===== src/rtl/dnn_eval_pkg.sv =====
// dnn_eval_pkg: shared constants, width helpers and case result type for the
// DNN output evaluator.
package dnn_eval_pkg;
   localparam int OUT_START = 2;
   typedef struct packed {
      logic correct;
      logic err;
   } case_result_t;
   function automatic int ci_w(int cpc);
      return cpc > 1 ? $clog2(cpc) : 1;
   endfunction
   function automatic int idx_w(int n);
      return n > 1 ? $clog2(n) : 1;
   endfunction
   function automatic int rc_w(int cl);
      return $clog2(cl + 1);
   endfunction
endpackage


===== src/rtl/dnn_output_evaluator_if.sv =====
// dnn_output_evaluator_if: output-port observation inputs and scoreboard results.
interface dnn_output_evaluator_if
   import dnn_eval_pkg::*;
#(
   parameter int CPC = 18,
   parameter int NO = 1,
   parameter int CHECKLAST = 1000,
   parameter int CNT_W = 32
);
   logic [ci_w(CPC)-1:0]     cycle_index;
   logic [NO-1:0]            a_out;
   logic [NO-1:0]            y_out;
   logic                     tc_valid;
   logic                     tc_correct;
   logic [CNT_W-1:0]         total_error;
   logic [rc_w(CHECKLAST)-1:0] recent_correct;
   logic [CNT_W-1:0]         num_train;
   logic [CNT_W-1:0]         epoch;
   logic                     epoch_done;
   modport master (
      output cycle_index, a_out, y_out,
      input  tc_valid, tc_correct, total_error, recent_correct, num_train, epoch, epoch_done
   );
   modport slave (
      input  cycle_index, a_out, y_out,
      output tc_valid, tc_correct, total_error, recent_correct, num_train, epoch, epoch_done
   );
endinterface


===== src/rtl/window_accuracy.sv =====
// window_accuracy: count of correct cases among the last CHECKLAST pushes,
// kept as a circular bit buffer with a running sum.
module window_accuracy
   import dnn_eval_pkg::*;
#(
   parameter int CHECKLAST = 1000
) (
   input  logic                       clk,
   input  logic                       reset,
   input  logic                       i_push,
   input  logic                       i_bit,
   output logic [rc_w(CHECKLAST)-1:0] o_count
);
   localparam int PW = idx_w(CHECKLAST);
   localparam int RW = rc_w(CHECKLAST);
   logic [CHECKLAST-1:0] r_buf;
   logic [PW-1:0]        r_ptr;
   logic [RW-1:0]        r_count;
   // Unfilled slots hold 0, so the sum is exact before the first wrap.
   always_ff @(posedge clk or posedge reset)
      if (reset) begin
         r_buf   <= '0;
         r_ptr   <= '0;
         r_count <= '0;
      end else if (i_push) begin
         r_buf[r_ptr] <= i_bit;
         r_ptr        <= r_ptr == PW'(CHECKLAST - 1) ? '0 : r_ptr + 1'b1;
         r_count      <= r_count - RW'(r_buf[r_ptr]) + RW'(i_bit);
      end
   assign o_count = r_count;
endmodule


===== src/rtl/dnn_output_evaluator.sv =====
// dnn_output_evaluator: per-case correctness scoreboard for the DNN output port,
// tracking total errors, sliding-window accuracy, case and epoch counters.
module dnn_output_evaluator
   import dnn_eval_pkg::*;
#(
   parameter int CPC = 18,
   parameter int NO = 1,
   parameter int CHECKLAST = 1000,
   parameter int TRAINING_CASES = 10000,
   parameter int CNT_W = 32
) (
   input logic                   clk,
   input logic                   reset,
   dnn_output_evaluator_if.slave bus
);
   localparam int CW = ci_w(CPC);
   localparam int EW = idx_w(TRAINING_CASES);
   localparam int RW = rc_w(CHECKLAST);
   logic             w_mis, w_close, w_last;
   case_result_t     w_res;
   logic [RW-1:0]    w_recent;
   logic             r_err_acc, r_tc_valid, r_tc_correct, r_epoch_done;
   logic [CNT_W-1:0] r_total_error, r_num_train, r_epoch;
   logic [EW-1:0]    r_case_in_epoch;
   always_comb begin
      w_mis         = |(bus.a_out[NO-1:0] ^ bus.y_out[NO-1:0]);
      w_close       = bus.cycle_index == CW'(CPC - 1);
      w_last        = r_case_in_epoch == EW'(TRAINING_CASES - 1);
      w_res.err     = r_err_acc | w_mis;
      w_res.correct = ~w_res.err;
   end
   // Cycles before OUT_START carry stale pipeline data and never count.
   always_ff @(posedge clk or posedge reset)
      if (reset)
         r_err_acc <= 1'b0;
      else if (bus.cycle_index == CW'(OUT_START - 1))
         r_err_acc <= 1'b0;
      else if (bus.cycle_index >= CW'(OUT_START) && bus.cycle_index <= CW'(CPC - 2))
         r_err_acc <= r_err_acc | w_mis;
   always_ff @(posedge clk or posedge reset)
      if (reset) begin
         r_tc_valid      <= 1'b0;
         r_tc_correct    <= 1'b0;
         r_epoch_done    <= 1'b0;
         r_total_error   <= '0;
         r_num_train     <= '0;
         r_epoch         <= '0;
         r_case_in_epoch <= '0;
      end else begin
         r_tc_valid   <= w_close;
         r_epoch_done <= w_close && w_last;
         if (w_close) begin
            r_tc_correct    <= w_res.correct;
            r_total_error   <= &r_total_error ? r_total_error : r_total_error + CNT_W'(w_res.err);
            r_num_train     <= r_num_train + 1'b1;
            r_case_in_epoch <= w_last ? '0 : r_case_in_epoch + 1'b1;
            r_epoch         <= r_epoch + CNT_W'(w_last);
         end
      end
   window_accuracy #(.CHECKLAST(CHECKLAST)) u_win (
      .clk     (clk),
      .reset   (reset),
      .i_push  (w_close),
      .i_bit   (w_res.correct),
      .o_count (w_recent)
   );
   assign bus.tc_valid       = r_tc_valid;
   assign bus.tc_correct     = r_tc_correct;
   assign bus.epoch_done     = r_epoch_done;
   assign bus.total_error    = r_total_error;
   assign bus.num_train      = r_num_train;
   assign bus.epoch          = r_epoch;
   assign bus.recent_correct = w_recent;
endmodule


===== src/flat_wrapper.sv =====
// flat-port wrapper written by rule: the top's interface ports become plain ports
module dnn_output_evaluator_flat import dnn_eval_pkg::*;
#(
   parameter int CPC = 18,
   parameter int NO = 1,
   parameter int CHECKLAST = 1000,
   parameter int TRAINING_CASES = 10000,
   parameter int CNT_W = 32
)
  (clk, reset, bus_cycle_index, bus_a_out, bus_y_out, bus_tc_valid, bus_tc_correct, bus_total_error, bus_recent_correct, bus_num_train, bus_epoch, bus_epoch_done);
  dnn_output_evaluator_if #(.CPC(CPC), .NO(NO), .CHECKLAST(CHECKLAST), .CNT_W(CNT_W)) bus_i ();
  input logic clk;
  input logic reset;
  input wire logic [$bits(bus_i.cycle_index)-1:0] bus_cycle_index;
  input wire logic [$bits(bus_i.a_out)-1:0] bus_a_out;
  input wire logic [$bits(bus_i.y_out)-1:0] bus_y_out;
  output wire logic [$bits(bus_i.tc_valid)-1:0] bus_tc_valid;
  output wire logic [$bits(bus_i.tc_correct)-1:0] bus_tc_correct;
  output wire logic [$bits(bus_i.total_error)-1:0] bus_total_error;
  output wire logic [$bits(bus_i.recent_correct)-1:0] bus_recent_correct;
  output wire logic [$bits(bus_i.num_train)-1:0] bus_num_train;
  output wire logic [$bits(bus_i.epoch)-1:0] bus_epoch;
  output wire logic [$bits(bus_i.epoch_done)-1:0] bus_epoch_done;
  assign bus_i.cycle_index = bus_cycle_index;
  assign bus_i.a_out = bus_a_out;
  assign bus_i.y_out = bus_y_out;
  assign bus_tc_valid = bus_i.tc_valid;
  assign bus_tc_correct = bus_i.tc_correct;
  assign bus_total_error = bus_i.total_error;
  assign bus_recent_correct = bus_i.recent_correct;
  assign bus_num_train = bus_i.num_train;
  assign bus_epoch = bus_i.epoch;
  assign bus_epoch_done = bus_i.epoch_done;
  dnn_output_evaluator #(.CPC(CPC), .NO(NO), .CHECKLAST(CHECKLAST), .TRAINING_CASES(TRAINING_CASES), .CNT_W(CNT_W)) u_core (.clk(clk), .reset(reset), .bus(bus_i));
endmodule

===== config.mk =====
export PLATFORM = sky130hd
export DESIGN_NAME = dnn_output_evaluator_flat
export DESIGN_NICKNAME = d
export VERILOG_FILES = /design/src/rtl/dnn_eval_pkg.sv /design/src/rtl/dnn_output_evaluator_if.sv /design/src/rtl/window_accuracy.sv /design/src/rtl/dnn_output_evaluator.sv /design/src/flat_wrapper.sv
export SDC_FILE = /design/constraint.sdc
export NUM_CORES = 2
export LEC_CHECK = 0
export CORE_MARGIN = 2
export CORE_UTILIZATION = 30
export CTS_CLUSTER_DIAMETER = 40
export CTS_CLUSTER_SIZE = 40
export DETAILED_ROUTE_END_ITERATION = 10
export GPL_ROUTABILITY_DRIVEN = 0
export PLACE_DENSITY_LB_ADDON = 0.15
export SETUP_SLACK_MARGIN = 0.02
export SLEW_MARGIN = 10
export SYNTH_ARGS = -nofsm -noshare
export SYNTH_HDL_FRONTEND = slang
export SYNTH_SLANG_ARGS = --single-unit

===== constraint.sdc =====
create_clock -name clk -period 63.2 [get_ports clk]
set_clock_uncertainty 0.15 [all_clocks]
set_input_delay 12.64 -clock clk [delete_from_list [all_inputs] [get_ports clk]]
set_output_delay 12.64 -clock clk [all_outputs]
set_load 0.02 [all_outputs]

==> report_table.html <==
<table>
<tr><th>Metric</th><th>Value</th></tr>
<tr><th colspan="2">Status</th></tr>
<tr><td>Result of the run</td><td>complete, no violations</td></tr>
<tr><th colspan="2">Logic synthesis</th></tr>
<tr><td>Syn Area/Cell</td><td>~11 µm²</td></tr>
<tr><td>Synthesized flop and latch total</td><td>around 1100</td></tr>
<tr><td>Post-synthesis async set-or-reset flop share</td><td>between 90% and 100%</td></tr>
<tr><td>Top_reg_cell synth</td><td>sky130_fd_sc_hd__dfrtp_1</td></tr>
<tr><td>Post-synth top area share</td><td>between 50% and 60%</td></tr>
<tr><td>Syn Nets</td><td>5243</td></tr>
<tr><td>Number of instances in the synthesized netlist</td><td>approximately 5200</td></tr>
<tr><td>Number of warnings reported in the yosys synthesis log</td><td>0</td></tr>
<tr><td>Largest area contributor in the synthesized netlist</td><td>sky130_fd_sc_hd__dfrtp_1</td></tr>
<tr><td>Number of enable-type register cells in the synthesized netlist</td><td>0</td></tr>
<tr><td>Cell variety after synth</td><td>slightly above 70</td></tr>
<tr><td>Top cells by area in the synthesized netlist</td><td>sky130_fd_sc_hd__dfrtp_1, sky130_fd_sc_hd__o31ai_1, sky130_fd_sc_hd__o21ai_0</td></tr>
<tr><td>Most frequent cell after synthesis</td><td>sky130_fd_sc_hd__dfrtp_1</td></tr>
<tr><td>Seq/Total Area, Yosys</td><td>between 50% and 60%</td></tr>
<tr><td>Cell area after synthesis</td><td>between 50000 and 60000 µm²</td></tr>
<tr><td>Cell types with the highest counts after synthesis</td><td>sky130_fd_sc_hd__dfrtp_1, sky130_fd_sc_hd__o21ai_0, sky130_fd_sc_hd__o31ai_1</td></tr>
<tr><th colspan="2">STA</th></tr>
<tr><td>Slew headroom</td><td>between 20% and 30%</td></tr>
<tr><td>Post-route setup TNS</td><td>0 ns</td></tr>
<tr><td>Fmax</td><td>~0.060 GHz</td></tr>
<tr><td>Hold Violations, Final</td><td>0</td></tr>
<tr><td>Count of endpoints failing setup in the final report</td><td>0</td></tr>
<tr><td>Min cycle time layout</td><td>16.80 ns</td></tr>
<tr><td>Least setup slack across all paths after layout</td><td>around 46 ns</td></tr>
<tr><td>Final hold slack</td><td>around 0.32 ns</td></tr>
<tr><td>Transition at the pin with the smallest max-transition slack</td><td>around 1.2 ns</td></tr>
<tr><td>Total count of max-transition violations in the final report</td><td>0</td></tr>
<tr><td>Setup repair after global routing missed its margin</td><td>no</td></tr>
<tr><td>Share of the cycle needed by the critical path after routing</td><td>26.6%</td></tr>
<tr><th colspan="2">Finish</th></tr>
<tr><td>Number of nets in the final layout</td><td>a little over 5000</td></tr>
<tr><td>Layout Cell Area excl Fill</td><td>between 60000 and 70000 µm²</td></tr>
<tr><td>Proportion of layout cells with a drive suffix above 1</td><td>around 12%</td></tr>
<tr><td>Number of standard cells in the layout, taps in and fillers out</td><td>~7500</td></tr>
<tr><td>Layout overhead on the synthesized area</td><td>18.3%</td></tr>
<tr><td>Number of diodes added for antenna fixing</td><td>0</td></tr>
<tr><td>Share of the core filled with cells in the final layout</td><td>35.8%</td></tr>
<tr><th colspan="2">Clock tree</th></tr>
<tr><td>Setup Buffers After CTS</td><td>0</td></tr>
<tr><td>H-tree levels</td><td>4</td></tr>
<tr><td>Latest clock arrival within the worst-skew pair</td><td>around 0.84 ns</td></tr>
<tr><td>CTS tree</td><td>done</td></tr>
<tr><td>Cell chosen for the clock root</td><td>sky130_fd_sc_hd__clkbuf_16</td></tr>
<tr><td>Clock edge transition at the registers on the reported setup and hold paths</td><td>about 0.050 ns</td></tr>
<tr><td>Number of buffers created by CTS</td><td>202</td></tr>
<tr><td>Clock sink count</td><td>between 1000 and 1500</td></tr>
<tr><td>Hold-fix buffers, CTS</td><td>0</td></tr>
<tr><td>Worst-case clock buffer depth</td><td>3</td></tr>
<tr><td>Gates resized, CTS repair</td><td>0</td></tr>
<tr><th colspan="2">Global routing</th></tr>
<tr><td>Largest net degree at the start of global routing</td><td>between 200 and 250</td></tr>
<tr><td>Gr ovfl total</td><td>0</td></tr>
<tr><td>Initial antenna violation count</td><td>3</td></tr>
<tr><td>Via count of the first global-routing pass</td><td>about 40000</td></tr>
<tr><td>Wire length of the first global-routing pass</td><td>286000 µm</td></tr>
<tr><td>Aggregate global-route resource usage</td><td>about a fifth</td></tr>
<tr><th colspan="2">Critical path</th></tr>
<tr><td>CP Cell Sequence</td><td>clkdlybuf4s50_1 &gt; inv_8 &gt; buf_4 &gt; buf_4 &gt; buf_4 &gt; buf_4 &gt; buf_4</td></tr>
<tr><td>Cell seen most often among critical-path stages</td><td>sky130_fd_sc_hd__buf_4</td></tr>
<tr><td>Delay of the slowest critical-path stage</td><td>approximately 0.78 ns</td></tr>
<tr><td>Crit-path slowest cell</td><td>sky130_fd_sc_hd__buf_4</td></tr>
<tr><td>Highest fanout seen on the critical path</td><td>107</td></tr>
<tr><td>Path type of the worst setup path</td><td>in -&gt; async</td></tr>
<tr><td>Critical path startpoint category</td><td>primary input</td></tr>
<tr><td>Required @ worst endpoint</td><td>approximately 64 ns</td></tr>
<tr><td>Critical path data arrival time</td><td>between 15 and 20 ns</td></tr>
<tr><td>Endpoint class of the critical path</td><td>async pin</td></tr>
<tr><th colspan="2">Floorplanning</th></tr>
<tr><td>X dimension of the die</td><td>roughly 430 µm</td></tr>
<tr><td>Area enclosed by the die boundary</td><td>roughly 190000 µm²</td></tr>
<tr><td>Initial standard-cell utilization of the core</td><td>~30%</td></tr>
<tr><td>Std-Cell Core Area</td><td>approximately 180000 µm²</td></tr>
<tr><td>Die outline height</td><td>~430 µm</td></tr>
<tr><td>Standard-cell row count</td><td>roughly 160</td></tr>
<tr><td># IOs</td><td>118</td></tr>
<tr><th colspan="2">Power</th></tr>
<tr><td>Power per standard cell area</td><td>~33 nW/µm²</td></tr>
<tr><td>Standby leakage power</td><td>26.5 nW</td></tr>
<tr><td>Total power after layout</td><td>~2.2 mW</td></tr>
<tr><td>VDD IR-drop max</td><td>0.0280 mV</td></tr>
<tr><th colspan="2">Hold path</th></tr>
<tr><td>Worst min-delay path class</td><td>reg -&gt; reg</td></tr>
<tr><th colspan="2">Drt</th></tr>
<tr><td>Number of iterations in the first detailed-routing pass</td><td>5</td></tr>
<tr><td>Violation count after the first detailed-routing iteration</td><td>around 4200</td></tr>
<tr><td>WL final</td><td>about 190000 µm</td></tr>
<tr><td>Wire per inst</td><td>between 20 and 30 µm</td></tr>
<tr><td>Via/cell ratio</td><td>roughly 5.6</td></tr>
<tr><td>Number of DRC violations after detailed routing</td><td>0</td></tr>
<tr><td>Post-detailed-route count of antenna-violating nets</td><td>0</td></tr>
<tr><td>Vias post-DR</td><td>41913</td></tr>
<tr><th colspan="2">Placed design</th></tr>
<tr><td>DPL Wire Length</td><td>a little over 100000 µm</td></tr>
<tr><td>Post-Place Worst Slack</td><td>roughly 45 ns</td></tr>
<tr><td>Total instance count after detailed placement</td><td>roughly 7200</td></tr>
<tr><td>Cell area reported after detailed placement</td><td>57600 µm²</td></tr>
<tr><td>Count of port buffers added during placement</td><td>roughly 120</td></tr>
<tr><th colspan="2">Job</th></tr>
<tr><td>Maxcap violations</td><td>0</td></tr>
</table>
worst paths after layout:
kind | startpoint | end | slack (ns) | depth (start not counted)
hold / removal | u_core.bus.epoch[31]$_DFFE_PP0P_ | u_core.bus.epoch[31]$_DFFE_PP0P_ | 0.32 | 1
setup reg to reg | u_core.u_win.r_ptr[1]$_DFFE_PP0P_ | u_core.u_win.o_count[8]$_DFFE_PP0P_ | 55.46 | 23
min in group asynchronous | reset | u_core.bus.num_train[28]$_DFFE_PP0P_ | 12.19 | 2
hold reg to reg | u_core.bus.epoch[31]$_DFFE_PP0P_ | u_core.bus.epoch[31]$_DFFE_PP0P_ | 0.32 | 1
max in group clk | bus_cycle_index[1] | u_core.u_win.r_buf[895]$_DFFE_PP0P_ | 47.06 | 10
setup / recovery | reset | u_core.u_win.r_buf[178]$_DFFE_PP0P_ | 46.40 | 7
metal layers:
| metal | up-vias | global-route usage (%) | share of wire, % | wire (µm) |
|---|---|---|---|---|
| met5 | - | 0 | 0 | 0 |
| met1 | 21117 | 29.7 | 48 | 93100 |
| met2 | 1093 | 31.7 | 45 | 87200 |
| met4 | 0 | 5.70 | 2.4 | 4610 |
| li1 | 19421 | - | - | - |
| met3 | 282 | 2.99 | 4.6 | 8920 |
cells in the final DEF (no fill, tap or decap), types with 30 or more instances in the layout:
| cell | synthesis | layout |
|---|---|---|
| sky130_fd_sc_hd__nor4_1 | 41 | 41 |
| sky130_fd_sc_hd__o31ai_1 | 971 | 971 |
| sky130_fd_sc_hd__nor2_1 | 77 | 75 |
| sky130_fd_sc_hd__nand2_1 | 135 | 108 |
| sky130_fd_sc_hd__inv_1 | 31 | 30 |
| sky130_fd_sc_hd__clkdlybuf4s50_1 | 0 | 117 |
| sky130_fd_sc_hd__clkbuf_16 | 0 | 202 |
| sky130_fd_sc_hd__nand4_1 | 32 | 32 |
| sky130_fd_sc_hd__clkinv_2 | 0 | 37 |
| sky130_fd_sc_hd__mux2_2 | 37 | 37 |
| sky130_fd_sc_hd__buf_4 | 28 | 112 |
| sky130_fd_sc_hd__dfrtp_1 | 1134 | 1132 |
| sky130_fd_sc_hd__xnor2_1 | 89 | 89 |
| sky130_fd_sc_hd__o22ai_1 | 214 | 214 |
| sky130_fd_sc_hd__mux2i_1 | 463 | 463 |
| sky130_fd_sc_hd__nand3_1 | 95 | 71 |
| sky130_fd_sc_hd__o21ai_0 | 985 | 985 |
| sky130_fd_sc_hd__clkinvlp_4 | 0 | 34 |
| sky130_fd_sc_hd__clkbuf_8 | 0 | 34 |
cell type report:
cell class                      count  area, µm²
Clock buffer                      255       5590
Clock inverter                    128       1550
Fill cell                       17989     116000
Inverter                           32        129
Multi-Input combinational cell   3395      24000
Sequential cell                  1134      28400
Tap cell                         2370       2970
Timing Repair Buffer              235       2130
report_power, final:
group / switching [mW] / internal [mW] / leakage, nW / total (mW)
clock: 0.418 / 0.711 / 3.41 / 1.13
sequential: 0.0199 / 0.735 / 15.8 / 0.755
combinational: 0.182 / 0.0953 / 7.27 / 0.277
total: 0.619 / 1.54 / 26.5 / 2.16
state kept, by name (all words and copies together) (netlist names):
register                cells
u_core.bus.epoch           32
u_core.bus.epoch_done       1
u_core.bus.num_train       32
u_core.bus.tc_correct       1
u_core.bus.tc_valid         1
u_core.bus.total_error     32
u_core.r_case_in_epoch     14
u_core.r_err_acc            1
u_core.u_win.o_count       10
u_core.u_win.r_buf       1000
u_core.u_win.r_ptr         10
kinds of logic (layout without fill, tap and decap cells):
| family | after synthesis | count (layout) | synth area share (%) |
|---|---|---|---|
| fa+ha+maj | 21 | 21 | 0.494 |
| xor+xnor | 113 | 113 | 1.81 |
| flops | 1134 | 1134 | 51.8 |
| compound gates | 2237 | 2237 | 25.6 |
| simple gates | 503 | 503 | 4.86 |
| mux | 521 | 521 | 10.1 |
| buf+inv | 684 | 650 | 5.31 |
worst max-delay path, delay by kind of cell:
family	cells	cell delay, ns
buffers and inverters	7	4.67
No activity file was read; power rests on OpenSTA's default activity.
